==> src/rtl/usb4_tx_pkg.sv <==
// Shared definitions for the transmit symbol scheduler: FSM states,
// encoder d_sel codes, speed codes and the speed-to-symbol-length map.
package usb4_tx_pkg;

  typedef enum logic [1:0] {
    S_OFF  = 2'd0,
    S_IDLE = 2'd1,
    S_DATA = 2'd2,
    S_OS   = 2'd3
  } state_e;

  localparam logic [3:0] DSEL_DATA = 4'd0;
  localparam logic [3:0] DSEL_OS   = 4'd8;
  localparam logic [3:0] DSEL_IDLE = 4'd9;

  localparam logic [1:0] SPEED_GEN0 = 2'd0;
  localparam logic [1:0] SPEED_GEN1 = 2'd1;
  localparam logic [1:0] SPEED_GEN2 = 2'd2;

  // Bytes per encoder symbol; the reserved code 3 behaves like gen 0.
  function automatic logic [4:0] sym_len(input logic [1:0] speed);
    case (speed)
      SPEED_GEN2: return 5'd8;
      SPEED_GEN1: return 5'd16;
      SPEED_GEN0: return 5'd1;
      default:    return 5'd1;
    endcase
  endfunction

endpackage

==> src/rtl/tx_sym_arbiter.sv <==
// Boundary arbitration between the ordered-set and data sources.
// Ordered sets win by default. With TX_SCHED_FAIR_EN defined, a run
// counter of OS symbols that completed while data was waiting forces
// one data symbol once it reaches FAIR_LIMIT.
module tx_sym_arbiter
  import usb4_tx_pkg::*;
`ifdef TX_SCHED_FAIR_EN
#(
  parameter int FAIR_LIMIT = 4
)
`endif
(
`ifdef TX_SCHED_FAIR_EN
  input  logic   i_clk,
  input  logic   i_rst,
  input  logic   i_os_sym_end,
  input  logic   i_clear,
`endif
  input  logic   i_os_valid,
  input  logic   i_data_valid,
  output state_e o_grant
);

  logic w_fair_trip;

`ifdef TX_SCHED_FAIR_EN
  logic [3:0] r_os_run;

  // Count OS symbols that finished with data still waiting; saturate at the limit.
  always_ff @(posedge i_clk) begin
    if (i_rst) begin
      r_os_run <= 4'd0;
    end else if (i_clear) begin
      r_os_run <= 4'd0;
    end else if (i_os_sym_end && i_data_valid && (r_os_run != 4'(FAIR_LIMIT))) begin
      r_os_run <= r_os_run + 4'd1;
    end
  end

  assign w_fair_trip = (r_os_run == 4'(FAIR_LIMIT)) && i_data_valid;
`else
  assign w_fair_trip = 1'b0;
`endif

  // Priority pick: OS unless fairness forces data, then data, else idle.
  always_comb begin
    o_grant = S_IDLE;
    if (i_os_valid && !w_fair_trip) begin
      o_grant = S_OS;
    end else if (i_data_valid) begin
      o_grant = S_DATA;
    end
  end

endmodule

==> src/rtl/tx_sym_scheduler.sv <==
// Transmit symbol scheduler in front of the lane encoder. Grants either
// the data or the ordered-set source for one whole encoder symbol and
// drives registered, symbol-aligned encoder inputs.
// Optional feature macro: TX_SCHED_FAIR_EN (OS-vs-data fairness counter).
module tx_sym_scheduler
  import usb4_tx_pkg::*;
#(
  parameter int FAIR_LIMIT = 4
)
(
  input  logic       i_enc_clk,
  input  logic       i_rst,
  input  logic       i_link_en,
  input  logic [1:0] i_gen_speed_cfg,
  input  logic       i_data_valid,
  output logic       o_data_ready,
  input  logic [7:0] i_data_lane0,
  input  logic [7:0] i_data_lane1,
  input  logic       i_os_valid,
  output logic       o_os_ready,
  input  logic [7:0] i_os_lane0,
  input  logic [7:0] i_os_lane1,
  output logic       o_enable,
  output logic [3:0] o_d_sel,
  output logic [7:0] o_lane_0_tx,
  output logic [7:0] o_lane_1_tx,
  output logic [1:0] o_gen_speed,
  output logic       o_sym_start,
  output logic       o_underrun
);

  // A limit outside 1..15 cannot be represented by the 4-bit run counter.
  if (FAIR_LIMIT < 1 || FAIR_LIMIT > 15) begin : g_fair_limit_out_of_range
  end

  state_e     r_state;
  logic [3:0] r_byte_cnt;
  logic       r_enable;
  logic [3:0] r_d_sel;
  logic [7:0] r_lane0;
  logic [7:0] r_lane1;
  logic [1:0] r_gen_speed;
  logic       r_sym_start;
  logic       r_underrun;

  state_e     w_state_nxt;
  logic [3:0] w_cnt_nxt;
  logic       w_enable_nxt;
  logic [3:0] w_d_sel_nxt;
  logic [7:0] w_lane0_nxt;
  logic [7:0] w_lane1_nxt;
  logic [1:0] w_speed_nxt;
  logic       w_sym_start_nxt;
  logic       w_underrun_nxt;

  logic       w_active;
  logic       w_run;
  logic       w_boundary;
  logic       w_last;
  logic [4:0] w_len;
  state_e     w_grant;
  state_e     w_owner;

  assign w_active   = (r_state != S_OFF);
  assign w_run      = w_active && i_link_en;
  assign w_len      = sym_len(r_gen_speed);
  assign w_boundary = w_active && (r_byte_cnt == 4'd0);
  assign w_last     = ({1'b0, r_byte_cnt} == (w_len - 5'd1));
  assign w_owner    = w_boundary ? w_grant : r_state;

  assign o_data_ready = w_run && (w_owner == S_DATA);
  assign o_os_ready   = w_run && (w_owner == S_OS);

`ifdef TX_SCHED_FAIR_EN
  logic w_os_sym_end;
  logic w_clear;

  assign w_os_sym_end = w_run && (w_owner == S_OS) && w_last;
  assign w_clear      = w_run && w_boundary && (w_grant != S_OS);

  tx_sym_arbiter #(.FAIR_LIMIT(FAIR_LIMIT)) u_arbiter (
    .i_clk        (i_enc_clk),
    .i_rst        (i_rst),
    .i_os_sym_end (w_os_sym_end),
    .i_clear      (w_clear),
    .i_os_valid   (i_os_valid),
    .i_data_valid (i_data_valid),
    .o_grant      (w_grant)
  );
`else
  tx_sym_arbiter u_arbiter (
    .i_os_valid   (i_os_valid),
    .i_data_valid (i_data_valid),
    .o_grant      (w_grant)
  );
`endif

  // Next state, byte position and encoder byte for the coming cycle.
  always_comb begin
    w_state_nxt     = r_state;
    w_cnt_nxt       = r_byte_cnt;
    w_enable_nxt    = 1'b0;
    w_d_sel_nxt     = DSEL_DATA;
    w_lane0_nxt     = 8'h00;
    w_lane1_nxt     = 8'h00;
    w_sym_start_nxt = 1'b0;
    w_underrun_nxt  = r_underrun;
    w_speed_nxt     = r_gen_speed;
    if (!w_active) begin
      w_cnt_nxt      = 4'd0;
      w_underrun_nxt = 1'b0;
      if (i_link_en) begin
        w_state_nxt = S_IDLE;
        w_speed_nxt = i_gen_speed_cfg;
      end else begin
        w_speed_nxt = 2'd0;
      end
    end else if (!i_link_en) begin
      w_state_nxt    = S_OFF;
      w_cnt_nxt      = 4'd0;
      w_underrun_nxt = 1'b0;
      w_speed_nxt    = 2'd0;
    end else begin
      w_state_nxt     = w_owner;
      w_enable_nxt    = 1'b1;
      w_sym_start_nxt = w_boundary;
      w_cnt_nxt       = (w_last || (w_owner == S_IDLE)) ? 4'd0 : r_byte_cnt + 4'd1;
      case (w_owner)
        S_DATA: begin
          w_d_sel_nxt = DSEL_DATA;
          if (i_data_valid) begin
            w_lane0_nxt = i_data_lane0;
            w_lane1_nxt = i_data_lane1;
          end else begin
            w_underrun_nxt = 1'b1;
          end
        end
        S_OS: begin
          w_d_sel_nxt = DSEL_OS;
          if (i_os_valid) begin
            w_lane0_nxt = i_os_lane0;
            w_lane1_nxt = i_os_lane1;
          end else begin
            w_underrun_nxt = 1'b1;
          end
        end
        default: begin
          w_d_sel_nxt = DSEL_IDLE;
        end
      endcase
    end
  end

  // State register and registered encoder outputs.
  always_ff @(posedge i_enc_clk) begin
    if (i_rst) begin
      r_state     <= S_OFF;
      r_byte_cnt  <= 4'd0;
      r_enable    <= 1'b0;
      r_d_sel     <= 4'd0;
      r_lane0     <= 8'h00;
      r_lane1     <= 8'h00;
      r_gen_speed <= 2'd0;
      r_sym_start <= 1'b0;
      r_underrun  <= 1'b0;
    end else begin
      r_state     <= w_state_nxt;
      r_byte_cnt  <= w_cnt_nxt;
      r_enable    <= w_enable_nxt;
      r_d_sel     <= w_d_sel_nxt;
      r_lane0     <= w_lane0_nxt;
      r_lane1     <= w_lane1_nxt;
      r_gen_speed <= w_speed_nxt;
      r_sym_start <= w_sym_start_nxt;
      r_underrun  <= w_underrun_nxt;
    end
  end

  assign o_enable    = r_enable;
  assign o_d_sel     = r_d_sel;
  assign o_lane_0_tx = r_lane0;
  assign o_lane_1_tx = r_lane1;
  assign o_gen_speed = r_gen_speed;
  assign o_sym_start = r_sym_start;
  assign o_underrun  = r_underrun;

endmodule

==> config.mk <==
export PLATFORM = sky130hd
export DESIGN_NAME = tx_sym_scheduler
export DESIGN_NICKNAME = d
export VERILOG_FILES = /design/src/rtl/usb4_tx_pkg.sv /design/src/rtl/tx_sym_arbiter.sv /design/src/rtl/tx_sym_scheduler.sv
export SDC_FILE = /design/constraint.sdc
export NUM_CORES = 1
export LEC_CHECK = 0
export BUFFER_PORTS_ARGS = -buffer_cell sky130_fd_sc_hd__buf_2
export CORE_MARGIN = 4
export CORE_UTILIZATION = 45
export CTS_BUF_LIST = sky130_fd_sc_hd__clkbuf_8 sky130_fd_sc_hd__clkbuf_16
export CTS_CLUSTER_SIZE = 20
export DETAILED_ROUTE_END_ITERATION = 8
export PLACE_DENSITY_LB_ADDON = 0.2
export SLEW_MARGIN = 20
export SYNTH_ARGS = -nofsm -noshare
export SYNTH_HDL_FRONTEND = slang
export SYNTH_SLANG_ARGS = --single-unit
==> constraint.sdc <==
create_clock -name i_enc_clk -period 2.4 [get_ports i_enc_clk]
set_input_delay 0.12 -clock i_enc_clk [delete_from_list [all_inputs] [get_ports i_enc_clk]]
set_output_delay 0.12 -clock i_enc_clk [all_outputs]
set_load 0.02 [all_outputs]
Word level (Yosys, flattened, before mapping):

Index checks and enable logic that the tools add are counted.

* memories kept: 0
* bits in read-only memories: 0
* word-level logic and storage cells: 56
* latch bits: 0
* output and inout port bits: 27
* register bits after elaboration: 31
* RAM bits: 0

* div/mod/pow operators: 0
* $lt $le $gt $ge: 0
* multiplexer cells: 21
* add/subtract/negate cells: 2
* multiply operators: 0
* bitwise logic cells: 2
* equal/unequal tests: 9
* shift-type cells: 0
* reductions and logical operators: 13

Operators by type and width (number)
* $mux 8: 4
* $pmux 8 s2: 2
* $mux 2: 9
* $pmux 5 s2: 1
* $pmux 4 s2: 1
* $eq 2x2->1 const B: 3
* $ne 2x2->1 const B: 3
* $reduce_bool 2->1: 3
* $eq 4x5->1: 1
* $sub 5x1->5 const B: 1
* $add 4x1->4 const B: 1
* $eq 2x1->1 const B: 2
* $logic_and 1x1->1: 4
* $logic_not 4->1: 1
* $reduce_or 4->1: 1
* $mux 1: 3
* $reduce_and 3->1: 1
* $reduce_or 3->1: 1
* $not 1->1: 2
* $pmux 1 s2: 1
* $reduce_or 2->1: 1
* $logic_or 1x1->1: 1

Longest topological paths before layout:

Gate-level depths: netlist of the first run.

* depth in word-level cells: 6
* depth in mapped cells: 8
* gate-level depth less buffers: 6

By module:

Synthesis of the first run repeated with hierarchy kept, for this count alone.

* cells, all modules: 115
* area total of the unflattened synthesis: 1174.9 um^2

By module, submodules not included
* tx_sym_scheduler: cells each 113, seq. area each 580.6 um^2, instances 1, area each 1162.4 um^2
* tx_sym_arbiter: cells each 2, seq. area each 0.0 um^2, instances 1, area each 12.5 um^2

Least setup slack after synthesis of the first run:

Ideal clock, no wire load.

* path type: register -> register
* start: register r_byte_cnt[0]
* end: register r_lane0[0] (netlist: o_lane_0_tx[0])
* path slack: 0.464 ns
* arrival time: 1.821 ns
* buffers on the path: 2
* library setup time: 0.115 ns
* stages on the path, launching flop included: 9
* period minus slack after synthesis: 1.936 ns
* path through: dfxtp_1 > inv_1 > ha_1 > or3b_4 > o32a_1 > and2_1 > buf_6 > buf_6 > o21a_1

* cells in the longest elaborated chain, start to end: 5

RTL lines
* start, declared: line tx_sym_scheduler.sv:37 `logic [3:0] r_byte_cnt;`
* start signal, assigned: line tx_sym_scheduler.sv:168 `r_byte_cnt <= w_cnt_nxt;`
* $logic_not 4->1 *: line tx_sym_scheduler.sv:67 `assign w_boundary = w_active && (r_byte_cnt == 4'd0);`
* $logic_and 1x1->1 *: line tx_sym_scheduler.sv:67
* $mux 2 *: line tx_sym_scheduler.sv:69 `assign w_owner = w_boundary ? w_grant : r_state;`
* $eq 2x2->1: line tx_sym_scheduler.sv:128 `case (w_owner)`
* $pmux 8 s2 *: line tx_sym_scheduler.sv:128
* end signal, assigned: line tx_sym_scheduler.sv:171 `r_lane0 <= w_lane0_nxt;`
* end, declared: line tx_sym_scheduler.sv:40 `logic [7:0] r_lane0;`

Mark *: on every way between the ends. The rest lies on a longest branch, timed or not.
A chain may end at the register's enable or synchronous reset.

Final worst setup path of the first run:

* start: register r_byte_cnt[0]
* end: register r_byte_cnt[1]

* cells in the longest elaborated chain, start to end: 6

RTL lines
* $logic_not 4->1: line tx_sym_scheduler.sv:67
* $logic_and 1x1->1: line tx_sym_scheduler.sv:67
* $mux 2: line tx_sym_scheduler.sv:69
* $eq 2x1->1: line tx_sym_scheduler.sv:127 `w_cnt_nxt = (w_last || (w_owner == S_IDLE)) ? 4'd0 : r_byte_cnt + 4'd1;`
* $logic_or 1x1->1: line tx_sym_scheduler.sv:127
* $reduce_or 4->1 (no line)

Parallel ways exist; a longest one is shown, timed or not.

==> impl_metrics.json, run 1 <==
{
  "status": "finished clean",
  "netlist_top_cells_count": "dfxtp_1 (29), and2_1 (18), a21boi_0 (15), o21a_1 (15), nor2_1 (10)",
  "drive_gt1_share_pct": 37.1,
  "crit_family": "simple AND/OR/NAND/NOR gates",
  "ys_seq_area_share_pct": 42.3,
  "track_usage_pct": 16.9,
  "htreeDepth": 2,
  "core-area_um2": 2830,
  "drv_slew": 0,
  "hold_violations": 0,
  "clock_path_buffers": 2,
  "regArea_um2": 581,
  "grt-ovfl-total": 0,
  "dp.cells": 232,
  "cp_slowest_cell": "or3b_4",
  "hold_path_class": "input port to flip-flop",
  "vias_per_cell": 5.10,
  "yosys.cell_types.count": 38,
  "setup_viol": 0,
  "io_pins": 66,
  "synthToLayoutAreaGrowth_pct": 32.4,
  "synth_top_area_cell": "dfxtp_1",
  "path_max_fanout": 18,
  "drtPass1Iterations": 4,
  "layout.nets": 252,
  "critical_path_arrival_ns": 2.33,
  "n_fill_cell": 240,
  "numPortBuffers": 63,
  "netlist_instances": 146,
  "cap_violations": 0,
  "async_reset_ff_share_pct": 0,
  "hold_buffers": 0,
  "hpwl_um": 2330,
  "synth_flop_cell": "dfxtp_1",
  "skew_ns": 0.00776,
  "wire_per_inst_um": 12.9,
  "post-route-min-period_ns": 2.16,
  "yosys-top-cells-area": "dfxtp_1 (42%), a21boi_0 (8.2%), and2_1 (8.2%), o21a_1 (8.2%), ha_1 (3.6%)",
  "grt_pass1_wl_um": 5400,
  "tritoncts": "built",
  "crit_path_end_kind": "flip-flop",
  "grt_max_degree": 19,
  "setup_tns_ns": 0,
  "n_antenna_cell": 0,
  "netlist_area_um2": 1370,
  "yosysMostFrequentCell": "dfxtp_1",
  "power_density_nw_per_um2": 660,
  "wl_um": 3120,
  "rsz0062_at_grt": "no",
  "max_stage_delay_ns": 0.43,
  "yosysTopAreaCellShare_pct": 42.3,
  "die-area_um2": 4000,
  "grt_pass1_vias": 1257,
  "postLayoutCoreUtil_pct": 64.2,
  "cellLeakagePower_uw": 0.000875,
  "path_cells": "inv_1 > ha_1 > or3b_4 > o32a_1 > and2_1 > and3_1",
  "timing.fmax_mhz": 463,
  "multi_input_area_um2": 714,
  "worst_slew_pin_slew_ns": 0.592,
  "drt_first_iter_violations": 33,
  "vias": 1228,
  "initial_core_util_pct": 48.5,
  "die_y_um": 63.2,
  "slew_headroom_pct": 60.5,
  "synth-edff-count": 0,
  "irDropWorstVdd_v": 0.000562,
  "clkTransAtPathRegs_ns": 0.07,
  "clock_latency_ns": 0.28,
  "fin_cells": 241,
  "required_ns": 2.57,
  "crit_type": "flip-flop to flip-flop",
  "hold_slack_ns": 0.0797,
  "drc": 0,
  "detail-route-antenna-nets": 0,
  "cts_made_buffers": 5,
  "ys_ff_latch": 29,
  "die_width_um": 63.2,
  "cts_root_buf": "clkbuf_8",
  "place_congestion": 0.918,
  "avgSynthCellArea_um2": 9.40,
  "crit_path_start_kind": "flip-flop",
  "cp_num_buf_inv": 1,
  "cts_sinks": 29,
  "rows": 19,
  "synth_warnings": 0,
  "antenna_found_initial": 0,
  "period_share_pct": 90.0
}
stage by stage:
step	setup WS (ns)	cell area, um2	power (uW)
final	0.240	1820	1200
after global routing	0.0789	1820	1250
after CTS	0.118	1800	1210
after detailed placement	0.220	1670	611
after global placement	0.296	1670	609
after floorplan	0.464	1380	568
power by group:
part           internal (uW)  total, uW  switching [uW]
Sequential               489        497            7.58
Clock                    412        597             185
Combinational           52.0        105            53.3
Total                    953       1200             246
logic make-up after synthesis:
logic type | count (synthesis) | share of synthesized area [%]
AND/OR/NAND/NOR | 46 | 20.2
adder cells (fa/ha/maj) | 5 | 4.38
flip-flops | 29 | 42.3
XOR/XNOR | 2 | 1.28
buffers and inverters | 15 | 6.29
other | 1 | 0.273
AO/OA/AOI/OAI | 47 | 24.5
multiplexers | 1 | 0.729
worst reg2reg max path, stage by stage, from the launching register on:
cell and delay (ns):
dfxtp_1 0.35, inv_1 0.07, ha_1 0.18, or3b_4 0.43
o32a_1 0.39, and2_1 0.37, and3_1 0.27
layer usage:
| layer | routed length [um] | global-route usage (%) | vias to the layer above | share of wire [%] |
|---|---|---|---|---|
| met2 | 1300 | 24.5 | 53 | 42 |
| met3 | 303 | 5.33 | 8 | 9.7 |
| met5 | 0 | 0 | - | 0 |
| li1 | - | - | 623 | - |
| met1 | 1440 | 22.3 | 544 | 46 |
| met4 | 70 | 8.89 | 0 | 2.2 |
cell usage in the layout, fill, tap and decap left out, drive strengths merged:
| master | instances |
|---|---|
| buf | 65 |
| dfxtp | 29 |
| and2 | 18 |
| a21boi | 16 |
| o21a | 15 |
| nor2 | 10 |
| o21ai | 6 |
| inv | 5 |
| clkbuf | 5 |
| ha | 4 |
| nand2 | 3 |
| a21oi | 3 |
| nand2b | 2 |
| a211oi | 2 |
| nor2b | 2 |
| nand3 | 2 |
| conb | 2 |
| bufinv | 2 |
| nor3b | 1 |
| or3b | 1 |
| and4bb | 1 |
| or2 | 1 |
| nor4bb | 1 |
| o32a | 1 |
| and4b | 1 |
| nor4b | 1 |
| and3b | 1 |
| o22ai | 1 |
| xnor2 | 1 |
| o211ai | 1 |
| xor2 | 1 |
| mux2i | 1 |
| a31oi | 1 |
| maj3 | 1 |
| a32oi | 1 |
| and3 | 1 |
| clkinv | 1 |
layout make-up:
cell class | count | area share [%]
inverter | 5 | 1.03
timing repair buffer | 65 | 18.2
multi-input combinational | 103 | 39.3
clock buffer | 5 | 3.79
tap | 31 | 2.13
clock inverter | 3 | 3.58
sequential | 29 | 32.0
sequential cells by signal (all words and copies together), names as in the netlist:
signal	cells
o_lane_1_tx	8
o_underrun	1
o_enable	1
o_lane_0_tx	8
r_byte_cnt	4
o_d_sel	2
r_state	2
o_gen_speed	2
o_sym_start	1
repair_timing:
item	4_1_cts	5_1_grt
setup endpoints to repair	0	15
setup buffers	0	1
gates resized for setup	0	1
path summary, 6_finish.rpt:
kind         slack, ns  cells past startpoint              to          startpoint
max               0.24                      6   r_byte_cnt[1]       r_byte_cnt[0]
min               0.08                      3  o_gen_speed[1]  i_gen_speed_cfg[1]
max reg2reg       0.24                      6   r_byte_cnt[1]       r_byte_cnt[0]
min reg2reg       0.48                      2      o_underrun          o_underrun
Note: power is estimated with default switching activity, not from simulation.
==> run 2: changes to the inputs <==
Settings changed: BUFFER_PORTS_ARGS -buffer_cell sky130_fd_sc_hd__buf_2 to -buffer_cell sky130_fd_sc_hd__buf_4.
==> run 2 against run 1 <==
  * Via count grew 0.65%
  * Sequential power about the same
  * Worst setup slack lost 0.068 ns
  * Clock skew barely moved
  * Final area grew 5.2%
  * Fmax decreased by 3.1%
  * Clock-buffer cell count is the same
==> impl_metrics.json, run 2 (synthesis results as in run 1) <==
{
  "critical_path_arrival_ns": 2.11,
  "rsz0062_at_grt": "no",
  "die_width_um": 63.2,
  "wire_per_inst_um": 13.5,
  "skew_ns": 0.00766,
  "hold_violations": 0,
  "hold_path_class": "input port to flip-flop",
  "die_y_um": 63.2,
  "required_ns": 2.28,
  "crit_type": "flip-flop to output port",
  "cts_made_buffers": 5,
  "core-area_um2": 2830,
  "status": "finished clean",
  "mostFrequentLayoutCell": "buf_4",
  "hpwl_um": 2410,
  "antenna_found_initial": 0,
  "grt_max_degree": 19,
  "ctsResizeCount": 0,
  "wl_um": 3250,
  "drtPass1Iterations": 4,
  "total_power_uw": 995,
  "timing.fmax_mhz": 449,
  "detail-route-antenna-nets": 0,
  "drt_first_iter_violations": 36,
  "drc": 0,
  "path_max_fanout": 6,
  "tritoncts": "built",
  "numPortBuffers": 63,
  "rows": 19,
  "grt-ovfl-total": 0,
  "synthToLayoutAreaGrowth_pct": 39.2,
  "worst_slew_pin_slew_ns": 0.942,
  "post-route-min-period_ns": 2.23,
  "io_pins": 66,
  "regArea_um2": 581,
  "max_stage_delay_ns": 0.44,
  "layout.nets": 251,
  "crit_path_end_kind": "output port",
  "period_share_pct": 92.8,
  "clock_path_buffers": 2,
  "initial_core_util_pct": 48.5,
  "cts_setup_buffers": 0,
  "setup_viol": 0,
  "place_congestion": 0.876,
  "htreeDepth": 2,
  "final_cell_mix": "buf_4 (64), dfxtp_1 (29), and2_1 (18), a21boi_0 (15), o21a_1 (15)",
  "cts_sinks": 29,
  "n_antenna_cell": 0,
  "multi_input_area_um2": 709,
  "track_usage_pct": 16.4,
  "grt_pass1_wl_um": 5260,
  "cp_slowest_cell": "or3b_4",
  "irDropWorstVdd_v": 0.000369,
  "slew_headroom_pct": 36.9,
  "power_density_nw_per_um2": 521,
  "cts_root_buf": "clkbuf_8",
  "crit_family": "simple AND/OR/NAND/NOR gates",
  "setup_tns_ns": 0,
  "die-area_um2": 4000,
  "drv_slew": 0,
  "cap_violations": 0,
  "vias": 1236,
  "path_cells": "inv_1 > ha_1 > or3b_4 > and2_1 > a211oi_1 > and2_1 > buf_4",
  "cellLeakagePower_uw": 0.000882,
  "clkTransAtPathRegs_ns": 0.06,
  "n_fill_cell": 235,
  "drive_gt1_share_pct": 35.9,
  "grt_pass1_vias": 1212,
  "critical_path.most_common_cell": "and2_1",
  "clock_latency_ns": 0.28,
  "cp_num_buf_inv": 2,
  "hold_buffers": 0,
  "crit_path_start_kind": "flip-flop",
  "vias_per_cell": 5.15
}
==> run 2: cell types whose count changed in the layout (fill, tap and decap cells not counted) <==
cell,before,now
a211oi_1,0,1
a211oi_2,2,1
buf_2,63,0
buf_4,2,64
bufinv_16,2,0
clkinv_2,1,2
inv_1,5,6
==> run 2: worst paths after layout <==
path,end,slack (ns),startpoint,cells after the start
hold reg to reg,o_underrun,0.49,o_underrun,2
hold / removal,o_gen_speed[0],0.09,i_gen_speed_cfg[0],3
setup / recovery,o_data_ready,0.17,r_byte_cnt[0],7
setup reg to reg,o_lane_1_tx[0],0.17,r_byte_cnt[0],6
==> run 2: layout make-up <==
cell class | count | share of cell area (%)
Sequential cell | 29 | 30.4
Multi-Input combinational cell | 103 | 37.1
Inverter | 5 | 0.982
Clock inverter | 3 | 0.720
Tap cell | 31 | 2.03
Clock buffer | 5 | 3.60
Timing Repair Buffer | 64 | 25.1
==> run 2: worst min-delay path: cells and delay by family <==
family	cells	cell delay, ns
compound gates	1	0.05
buf+inv	1	0.11
simple gates	1	0.05
==> run 2: routing by layer <==
metal / up-vias / GRT usage, % / part of all wire [%]
met5: - / 0 / 0
met4: 0 / 7.82 / 1.4
met3: 7 / 4.62 / 7.9
met2: 54 / 26.9 / 43
met1: 553 / 19.8 / 47
li1: 622 / - / -
==> run 2: metrics by stage <==
step / hold slack (ns) / std cells / setup WS (ns) / utilization [%] / cell area [um2]
finish: 0.0949 / 240 / 0.172 / 67.5 / 1910
global route: 0.0906 / 240 / 0.0265 / 67.5 / 1910
CTS: 0.0899 / 240 / 0.173 / 67.5 / 1910
detailed placement: 0.381 / 232 / 0.209 / 64.6 / 1830
global placement: 0.379 / 232 / 0.297 / 64.6 / 1830
floorplan: 0.256 / 147 / 0.464 / - / 1380
==> run 2: power by group <==
part / switching (uW) / internal, uW / total, uW
Combinational: 53.5 / 72.0 / 126
Clock: 176 / 196 / 372
Sequential: 8.32 / 489 / 497
